==> src/rtl/branch_predict_ctrl.sv <==
// Branch prediction controller: 2-bit saturating counter table with table init
// sequencing, in-flight prediction FIFO, resolve-time update and mispredict recovery.
module branch_predict_ctrl #(
    parameter int IDX_W = 4,
    parameter int DEPTH = 4
) (
    input  logic        clk,
    input  logic        reset,
    input  logic [31:0] PCF,
    input  logic        BranchF,
    input  logic        StallF,
    input  logic        ResolveE,
    input  logic        TakenE,
    output logic        PredictF,
    output logic        MispredictE,
    output logic        StallBP,
    output logic        ReadyBP,
    output logic        ErrorBP
);
    localparam int NENT  = 1 << IDX_W;
    localparam int PTR_W = (DEPTH > 1) ? $clog2(DEPTH) : 1;
    localparam int CNT_W = PTR_W + 1;

    typedef enum logic [1:0] {
        INIT    = 2'd0,
        RUN     = 2'd1,
        RECOVER = 2'd2
    } state_t;

    state_t           state_reg, state_next;
    logic [IDX_W-1:0] init_ptr_reg;
    logic [PTR_W-1:0] head_reg, tail_reg;
    logic [CNT_W-1:0] count_reg;
    logic             mispredict_reg;
    logic             error_reg;

    logic [1:0]       table_mem [NENT];
    logic [IDX_W-1:0] fifo_idx  [DEPTH];
    logic             fifo_pred [DEPTH];

    logic [IDX_W-1:0] fetch_idx;
    logic [IDX_W-1:0] head_idx;
    logic             head_pred;
    logic [1:0]       head_ctr, head_ctr_next;
    logic             fifo_full, fifo_empty;
    logic             resolve_act, pop, push, mis_det, err_set;
    logic             unused_pcf;

    assign fetch_idx  = PCF[IDX_W+1:2];
    assign unused_pcf = ^{PCF[31:IDX_W+2], PCF[1:0]};

    assign head_idx   = fifo_idx[head_reg];
    assign head_pred  = fifo_pred[head_reg];
    assign head_ctr   = table_mem[head_idx];

    assign fifo_full  = (count_reg == CNT_W'(DEPTH));
    assign fifo_empty = (count_reg == '0);

    // Resolves are ignored entirely while the table is being initialised
    assign resolve_act = ResolveE && (state_reg != INIT);
    assign pop         = resolve_act && !fifo_empty;
    assign mis_det     = pop && (TakenE != head_pred);
    assign err_set     = resolve_act && fifo_empty;

    assign PredictF    = (state_reg == RUN) && table_mem[fetch_idx][1];
    assign StallBP     = (state_reg == INIT) || fifo_full;
    assign ReadyBP     = (state_reg != INIT);
    assign MispredictE = mispredict_reg;
    assign ErrorBP     = error_reg;

    // A push racing a mispredict belongs to the wrong path and is dropped
    assign push = BranchF && !StallF && !StallBP && (state_reg == RUN) && !mis_det;

    always_comb begin
        head_ctr_next = head_ctr;
        if (TakenE) begin
            if (head_ctr != 2'b11) head_ctr_next = head_ctr + 2'b01;
        end else begin
            if (head_ctr != 2'b00) head_ctr_next = head_ctr - 2'b01;
        end
    end

    always_comb begin
        state_next = state_reg;
        case (state_reg)
            INIT:    if (init_ptr_reg == IDX_W'(NENT - 1)) state_next = RUN;
            RUN:     if (mis_det) state_next = RECOVER;
            RECOVER: state_next = RUN;
            default: state_next = INIT;
        endcase
    end

    // Storage arrays carry no reset; INIT rewrites every counter after reset
    always_ff @(posedge clk) begin
        if (state_reg == INIT) begin
            table_mem[init_ptr_reg] <= 2'b01;
        end else if (pop) begin
            table_mem[head_idx] <= head_ctr_next;
        end
    end

    always_ff @(posedge clk) begin
        if (push) begin
            fifo_idx[tail_reg]  <= fetch_idx;
            fifo_pred[tail_reg] <= PredictF;
        end
    end

    always_ff @(posedge clk or negedge reset) begin
        if (!reset) begin
            state_reg      <= INIT;
            init_ptr_reg   <= '0;
            head_reg       <= '0;
            tail_reg       <= '0;
            count_reg      <= '0;
            mispredict_reg <= 1'b0;
            error_reg      <= 1'b0;
        end else begin
            state_reg      <= state_next;
            mispredict_reg <= mis_det;
            if (state_reg == INIT) init_ptr_reg <= init_ptr_reg + IDX_W'(1);
            if (err_set) error_reg <= 1'b1;
            if (mis_det) begin
                head_reg  <= '0;
                tail_reg  <= '0;
                count_reg <= '0;
            end else begin
                if (pop)  head_reg <= head_reg + PTR_W'(1);
                if (push) tail_reg <= tail_reg + PTR_W'(1);
                count_reg <= count_reg + CNT_W'(push) - CNT_W'(pop);
            end
        end
    end

endmodule

==> config.mk <==
export PLATFORM = sky130hd
export DESIGN_NAME = branch_predict_ctrl
export DESIGN_NICKNAME = d
export VERILOG_FILES = /design/src/rtl/branch_predict_ctrl.sv
export SDC_FILE = /design/constraint.sdc
export NUM_CORES = 1
export LEC_CHECK = 0
export ABC_AREA = 1
export CAP_MARGIN = 20
export CORE_UTILIZATION = 55
export DETAILED_ROUTE_END_ITERATION = 12
export PLACE_DENSITY = 0.79
export SLEW_MARGIN = 10
export SYNTH_ARGS = -nofsm -noshare
export SYNTH_HDL_FRONTEND = slang
export SYNTH_SLANG_ARGS = --single-unit
==> constraint.sdc <==
create_clock -name clk -period 3.4 [get_ports clk]
set_clock_uncertainty 0.15 [all_clocks]
set_input_delay 0.68 -clock clk [delete_from_list [all_inputs] [get_ports clk]]
set_output_delay 0.68 -clock clk [all_outputs]
set_load 0.005 [all_outputs]
Word level (Yosys, flattened, before mapping)
Memories as Yosys holds them, arrays and structs flattened.
Cells that the tools add are included.
{ "totals": {"regBits": 15, "mem_bits_rw": 52, "out_inout_bits": 5, "word_cells": 68, "mem_count": 3} }
{ "mem_list": {"columns": ["name", "depth", "width", "read_ports", "rd_ports_with_merged_regs", "write_ports", "line_no", "rtl"], "rows": [
  ["table_mem", 16, 2, 2, 0, 1, "37", "logic [1:0] table_mem [NENT];"],
  ["fifo_idx", 4, 4, 1, 0, 1, "38", "logic [IDX_W-1:0] fifo_idx [DEPTH];"],
  ["fifo_pred", 4, 1, 1, 0, 1, "39", "logic fifo_pred [DEPTH];"]
]} }
{ "op_classes": {"add_sub_neg": 7, "eq_ne": 8, "n_mux": 21, "n_reduce_logical": 22} }
{ "op_table": {"columns": ["cell", "n"], "rows": [
  ["2-to-1 mux 2 bit", 10],
  ["logical AND 1 bit", 9],
  ["2-to-1 mux 1 bit", 8],
  ["nonzero test 2 bit", 4],
  ["adder 2 x 1 -> 2 bit (second input constant)", 3],
  ["one-hot mux 2 bit (3 select lines)", 1],
  ["adder 4 x 1 -> 4 bit (second input constant)", 1],
  ["equality test 4 bit (second input constant)", 1],
  ["logical NOT 1 bit", 4],
  ["2-to-1 mux 4 bit", 1],
  ["!= test 2 bit (second input constant)", 2],
  ["adder 3 x 1 -> 3 bit", 1],
  ["equality test 3 bit (second input constant)", 1],
  ["logical NOT 3 bit", 1],
  ["2-to-1 mux 3 bit", 1],
  ["subtractor 3 x 1 -> 3 bit", 1],
  ["equality test 2 x 1 -> 1 bit (second input constant)", 1],
  ["equality test 2 bit (second input constant)", 1],
  ["logical NOT 2 bit", 1],
  ["!= test 2 x 1 -> 1 bit (second input constant)", 1],
  ["AND reduction 2 bit", 1],
  ["OR reduction 2 bit", 1],
  ["subtractor 2 x 1 -> 2 bit (second input constant)", 1],
  ["logical OR 1 bit", 1],
  ["!= test 1 bit", 1]
]} }

Depth between registers and ports, before layout
{ "logic_depth": {"depth_word": 9, "mapped_depth": 17, "mapped_depth_nobuf": 16} }

Least setup slack after synthesis
OpenSTA, ideal clock, no wires.
{ "synth_timing": {"kind": "reg-to-reg", "startpoint": "register head_reg[1]", "endpoint": "register count_reg[1]", "setup_time_ns": 0.063, "arrival_ns": 2.437, "t_required_ns": 3.187, "slack_ns": 0.750, "path_stages_with_launch": 16, "synth_period_minus_slack_ns": 2.650, "cell_sequence": "dfrtp_1 -> inv_2 -> o21ai_0 -> o22a_1 -> nand2_1 -> nand2_1 -> nor2_2 -> inv_4 -> nand3_4 -> ha_1 -> inv_1 -> ha_1 -> inv_1 -> fa_1 -> or2_2 -> inv_1"} }
{ "synth_via": {"elab_chain_cells": 8} }
{ "synth_lines": {"columns": ["item", "line_no", "rtl"], "rows": [
  ["start, declared", "32", "logic [PTR_W-1:0] head_reg, tail_reg;"],
  ["start signal, assigned", "128", "if (pop) head_reg <= head_reg + PTR_W'(1);"],
  ["memory (4 x 1 bit) *", null, null],
  ["!= test 1 bit *", "62", "assign mis_det = pop && (TakenE != head_pred);"],
  ["logical AND 1 bit *", "62", null],
  ["net mis_det", "46", "logic resolve_act, pop, push, mis_det, err_set;"],
  ["logical NOT 1 bit", "72", "assign push = BranchF && !StallF && !StallBP && (state_reg == RUN) && !mis_det;"],
  ["logical AND 1 bit", "72", null],
  ["adder 3 x 1 -> 3 bit", "130", "count_reg <= count_reg + CNT_W'(push) - CNT_W'(pop);"],
  ["subtractor 3 x 1 -> 3 bit", "130", null],
  ["2-to-1 mux 3 bit *", "123", "if (mis_det) begin"],
  ["end signal, assigned", "130", null],
  ["end, declared", "33", "logic [CNT_W-1:0] count_reg;"]
]} }
The timed path passes the listed nets; every way through them passes the cells marked *.
A chain may end at the register's enable or synchronous reset.

Final worst setup path
{ "layout_timing": {"startpoint": "input port PCF[3]", "endpoint": "output port PredictF"} }
{ "layout_via": {"elab_chain_cells": 2} }
{ "layout_lines": {"columns": ["item", "line_no", "rtl"], "rows": [
  ["start, declared", "9", "input logic [31:0] PCF,"],
  ["memory (16 x 2 bit)", null, null],
  ["logical AND 1 bit", "65", "assign PredictF = (state_reg == RUN) && table_mem[fetch_idx][1];"],
  ["end, declared", "14", "output logic PredictF,"]
]} }
Every way passes these cells.

==> flow_summary.json <==
{
  "leakagePower_nw": 1.608,
  "reg2regPathDepth": 14,
  "max_cap_violations": 0,
  "max-vdd-ir-drop_mv": 0.4346,
  "yosys.area_share.adder_pct": 3.189,
  "largest_reg_flops": 32,
  "ctsHoldBuffers": 0,
  "hpwlAfterDp_mm": 4.881,
  "synthSimpleGateAreaFrac_pct": 24.81,
  "whs_ps": 314.0,
  "dr.pass1.iters": 5,
  "arrival_ps": 2150,
  "grt_util_all_layers_pct": 24.04,
  "synth_xor_area_share_pct": 1.298,
  "nets": 413,
  "crit_start": "PCF[3]",
  "endpoint": "PredictF",
  "clock_path_buffers": 2,
  "grt_max_degree": 18,
  "cts_made_buffers": 9,
  "die_w_um": 80.33,
  "drt_drc_violations_left": 0,
  "io_pins": 43,
  "final_common_cell": "nand2_1",
  "synth-compound-area-share_pct": 5.784,
  "ys_async_sr_fraction_pct": 22.39,
  "largest_register": "table_mem",
  "gr-total-overflow": 0,
  "status": "finished, final reports clean",
  "num_vias": 2470,
  "power_mw": 3.555,
  "synth_top_family_by_area": "simple AND/OR/NAND/NOR gates",
  "clk_latency_ps": 340,
  "start_util_pct": 56.99,
  "syn_area_sq_um": 3374,
  "coreArea_sq_um": 5921,
  "cts_root_buf": "clkbuf_8",
  "final_util_pct": 64.56,
  "synth.mux.area_fraction_pct": 0,
  "die_h_um": 80.33,
  "final_cell_mix": "nand2_1 (65), edfxtp_1 (52), nand3_1 (48)",
  "ys_types": 35,
  "portBuffers": 14,
  "hold_class": "flip-flop to flip-flop",
  "slew_viol_final": 0,
  "vias_per_cell": 5.526,
  "antenna_found_initial": 0,
  "crit_type": "primary input to primary output",
  "required_ps": 2570,
  "min_period_over_period_pct": 87.69,
  "n_antenna_cell": 0,
  "setup_viol": 0,
  "worstSetupEndpointType": "primary output",
  "ys_seq_elements": 67,
  "gp_congestion": 0.7726,
  "netlist_instances": 340,
  "syn_to_final_growth_pct": 13.27,
  "min_period_ps": 2982,
  "ys_seq_area_share_pct": 57.40,
  "synth_edf_count": 52,
  "htree_num_levels": 3,
  "drt_iter0_markers": 200,
  "grt_first_pass_wirelength_mm": 11.18,
  "startpoint_type": "primary input",
  "cts_sinks": 67,
  "num_rows": 28,
  "post_synth.cell_area_avg_sq_um": 9.925,
  "worstPathMaxFanout": 6,
  "synthesis.nets": 386,
  "clk_pin_slew_ps": 60,
  "dp_slack_ps": -54.64,
  "yosys_most_used_dff": "edfxtp_1",
  "power.density_nw_per_um2": 930.1,
  "reg2reg_to": "count_reg[1]$_DFF_PN0_",
  "hold_violations": 0,
  "fmax_mhz": 335.4,
  "r2r-start": "head_reg[1]$_DFFE_PN0P_",
  "tightest_slew_ps": 996.1,
  "final_layout_size_suffix_gt1_share_pct": 13.44,
  "rsz0062_at_grt": "false",
  "ant_nets": 0,
  "reg_top3": "table_mem (32), fifo_idx (16)",
  "dieArea_sq_um": 6453,
  "fin_ws_ps": 418.4,
  "tritoncts": "built",
  "first_global_vias": 2313,
  "rrSetupSlack_ps": 430,
  "slew_headroom_pct": 33.35,
  "routed_wl_mm": 7.043,
  "wire_per_inst_um": 15.76,
  "ys_warn_count": 0
}
[worst max-delay path, stage by stage]
cell and delay [ps]:
clkdlybuf4s50_1 470, buf_4 190, a21oi_1 150, o21ai_0 110
nand3_1 90, nand3b_1 120, a21oi_2 200, dlymetal6s2s_1 150
[layout make-up]
| type | instances | area [sq um] |
|---|---|---|
| sequential | 67 | 1937 |
| clock buffer | 11 | 131.4 |
| tap | 75 | 93.84 |
| fill | 460 | 2098 |
| inverter | 49 | 186.4 |
| timing repair buffer | 23 | 209.0 |
| clock inverter | 5 | 77.57 |
| multi-input combinational | 217 | 1187 |
[power by group]
part	leakage, nW	switching, mW	internal [mW]
Clock	0.103	0.306	0.411
Combinational	0.856	1.06	0.532
Sequential	0.649	0.109	1.14
Total	1.61	1.47	2.08
[synthesized netlist by cell type, types with 3 or more instances]
master    number  area (sq um)
a21oi_1       12         60.06
buf_6          3         33.78
dfrtp_1       15         375.4
edfxtp_1      52          1562
ha_1           7         87.58
inv_1         43         161.4
inv_2          5         18.77
nand2_1       65         244.0
nand2_2        6         37.54
nand3_1       48         240.2
nand3_4        3         52.55
nand3b_1       8         60.06
nor2_1        31         116.4
o21ai_0       13         65.06
xnor2_1        3         26.28
[metrics by stage]
step           instances  setup TNS, ps  cell area [sq um]
2_1_floorplan        340              0               3374
3_3_place_gp         430         -26.87               3601
3_5_place_dp         430         -54.64               3601
4_1_cts              446              0               3812
5_1_grt              447              0               3822
6_report             447              0               3822
[per-layer routing]
layer | wire length [um] | GRT usage, % | vias up
met3 | 412 | 6.364 | 18
li1 | - | - | 1191
met4 | 182 | 9.464 | 0
met1 | 3001 | 29.72 | 1171
met2 | 3448 | 40.09 | 90
met5 | 0 | 0 | -
[cells by family after synthesis]
| group | Yosys count |
|---|---|
| flip-flops | 67 |
| adder cells (fa/ha/maj) | 8 |
| buffers and inverters | 56 |
| AND/OR/NAND/NOR | 171 |
| XOR/XNOR | 5 |
| AO/OA/AOI/OAI | 33 |
[timing repair]
action | in CTS | in global routing
setup buffers | 0 | 1
setup endpoints to repair | 1 | 1
cloned | 0 | 0
pin swaps | 0 | 1
gates resized for setup | 2 | 1
[worst min path at each step]
stage,start,endpoint,slack [ps],cells after the start
CTS,ErrorBP$_DFFE_PN0P_,ErrorBP$_DFFE_PN0P_,320,1
global placement,ErrorBP$_DFFE_PN0P_,ErrorBP$_DFFE_PN0P_,300,1
global route,ErrorBP$_DFFE_PN0P_,ErrorBP$_DFFE_PN0P_,340,1
detailed placement,ErrorBP$_DFFE_PN0P_,ErrorBP$_DFFE_PN0P_,300,1
finish,ErrorBP$_DFFE_PN0P_,ErrorBP$_DFFE_PN0P_,310,1
floorplan,reset,ErrorBP$_DFFE_PN0P_,230,0
(Power assumes the default switching activity.)
==> edit, RTL diff (same settings) <==
Encoding of `state_t`: now one-hot (3 bits for 3 states).
--- a/src/rtl/branch_predict_ctrl.sv
+++ b/src/rtl/branch_predict_ctrl.sv
@@ -21,10 +21,10 @@
     localparam int PTR_W = (DEPTH > 1) ? $clog2(DEPTH) : 1;
     localparam int CNT_W = PTR_W + 1;
 
-    typedef enum logic [1:0] {
-        INIT    = 2'd0,
-        RUN     = 2'd1,
-        RECOVER = 2'd2
+    typedef enum logic [2:0] {
+        INIT    = 3'b001,
+        RUN     = 3'b010,
+        RECOVER = 3'b100
     } state_t;
 
     state_t           state_reg, state_next;
Behaviour: same outputs for any inputs over 10 cycles, from zero or initial values and one cycle with reset low; not proved beyond that.
==> edit against the original RTL <==
Setup slack got worse by 0.070 ns. Sequential power barely moved. Worst hold slack improved by 0.0076 ns. Total power fell by 3.3%. Sequential cell count rose by 1. Wire length fell by 2.3%. Design area rose by 1.0%. Register-to-register slack got worse by 0.08 ns. Area after synthesis rose by 0.44%. Combinational power fell by 4%. Critical path type is now register to register.
==> edit: results (changes against the original RTL) <==
Drt
  • 1st-iter DRT viols: 256 (+28%)
  • First-pass detailed-route iteration total: 4 (-1)
  • Routed length on met1: 2960 um (-1.4%)
  • Met2 wire len: 3430 um (-0.49%)
  • DR WL met3: 362 um (-12%)

GRT
  • Number of global-route vias before repair: 2431 (+5.1%)
  • Met2 GRT Util: 0.390 (-0.0110)
  • Largest net degree at the start of global routing: 17 (-1)
  • M3 GR Usage: 0.0614 (-0.00227)
  • Overall routing resource usage: 0.235 (-0.00544)
  • Met1 Use GR: 0.285 (-0.0119)
  • First-pass GRT wire length: 11100 um (-0.62%)

Synth
  • Synth top cells by count: 70 x nand2_1, 52 x edfxtp_1, 47 x nand3_1
  • Top cells by area in the synthesized netlist: edfxtp_1 46%, dfrtp_1 11%, nand2_1 7.8%
  • Ys flop type: edfxtp_1
  • Synth Instances: 345 (+1.5%)
  • Syn nets: 391 (+1.3%)
  • Register area share after synthesis: 0.579 (+0.00521)
  • Synth async-reset ratio: 0.235 (+0.0114)

Worst setup path
  • WP data arrival: 2.91 ns (+0.76 ns)
  • Family with the most delay on the worst path: simple AND/OR/NAND/NOR gates
  • CP max-delay cell: nor2_1
  • Reg2reg setup slack: 0.35 ns (-0.08 ns)
  • Critical path class: register to register
  • Reg2reg path depth: 12 (-2)
  • Critical path peak fanout: 16 (+10)
  • CP endpoint: table_mem[1][1]
  • FF-to-FF Start: head_reg[0]
  • Crit path largest cell delay: 0.76 ns (+0.29 ns)

STA
  • Hold Worst Slack: 0.322 ns (+0.00760 ns)
  • Minimum clock period: 3.05 ns (+0.0697 ns)
  • Least-Margin Pin Slew: 0.995 ns (-0.00147 ns)

Place
  • Dpl ws: 0.0110 ns (+0.0657 ns)
  • DP Cell Count: 437 (+1.6%)
  • Placed inst area: 0.00365 mm2 (+1.3%)
  • Final HPWL DP: 5000 um (+2.4%)

Power
  • Max VDD drop: 0.418 mV (-3.8%)
  • Net Switching: 0.00140 W (-5.2%)
  • Leakage: 1.63 nW (+1.2%)

CTS
  • Clock Latency Late Sink: 0.36 ns (+0.02 ns)
  • # resized after CTS: 0 (-2)
  • Buffer depth of the longest clock path: 2 (unchanged)

Finish
  • Fraction of layout cells with a size suffix above 1: 0.137 (+0.00279)
  • NumNets Final: 420 (+1.7%)
  • Final Instance Area: 0.00386 mm2 (+1.0%)

Status
  • Status: finished clean

Min path
  • Hold path start: ErrorBP
-- edit: cell type report --
| class | count | share of cell area |
|---|---|---|
| inverter | 50 | 0.0493 |
| multi-input combinational | 220 | 0.305 |
| timing repair buffer | 25 | 0.0632 |
| tap | 75 | 0.0243 |
| clock buffer | 11 | 0.0366 |
| sequential | 68 | 0.508 |
| clock inverter | 5 | 0.0136 |
-- edit: logic make-up after synthesis --
logic type / count (synthesis) / synth area share
flops: 68 / 0.579
fa+ha+maj: 8 / 0.0317
buf+inv: 57 / 0.0749
simple gates: 170 / 0.236
compound gates: 36 / 0.0624
xor+xnor: 6 / 0.0155
-- edit: power by group through the flow --
stage                     logic, W  registers (W)  clock network [W]
after detailed placement   0.00152        0.00127                  0
after global placement     0.00147        0.00126                  0
after global routing       0.00171        0.00127           0.000690
after floorplan            0.00112        0.00123                  0
after CTS                  0.00153        0.00125           0.000658
final                      0.00153        0.00125           0.000655
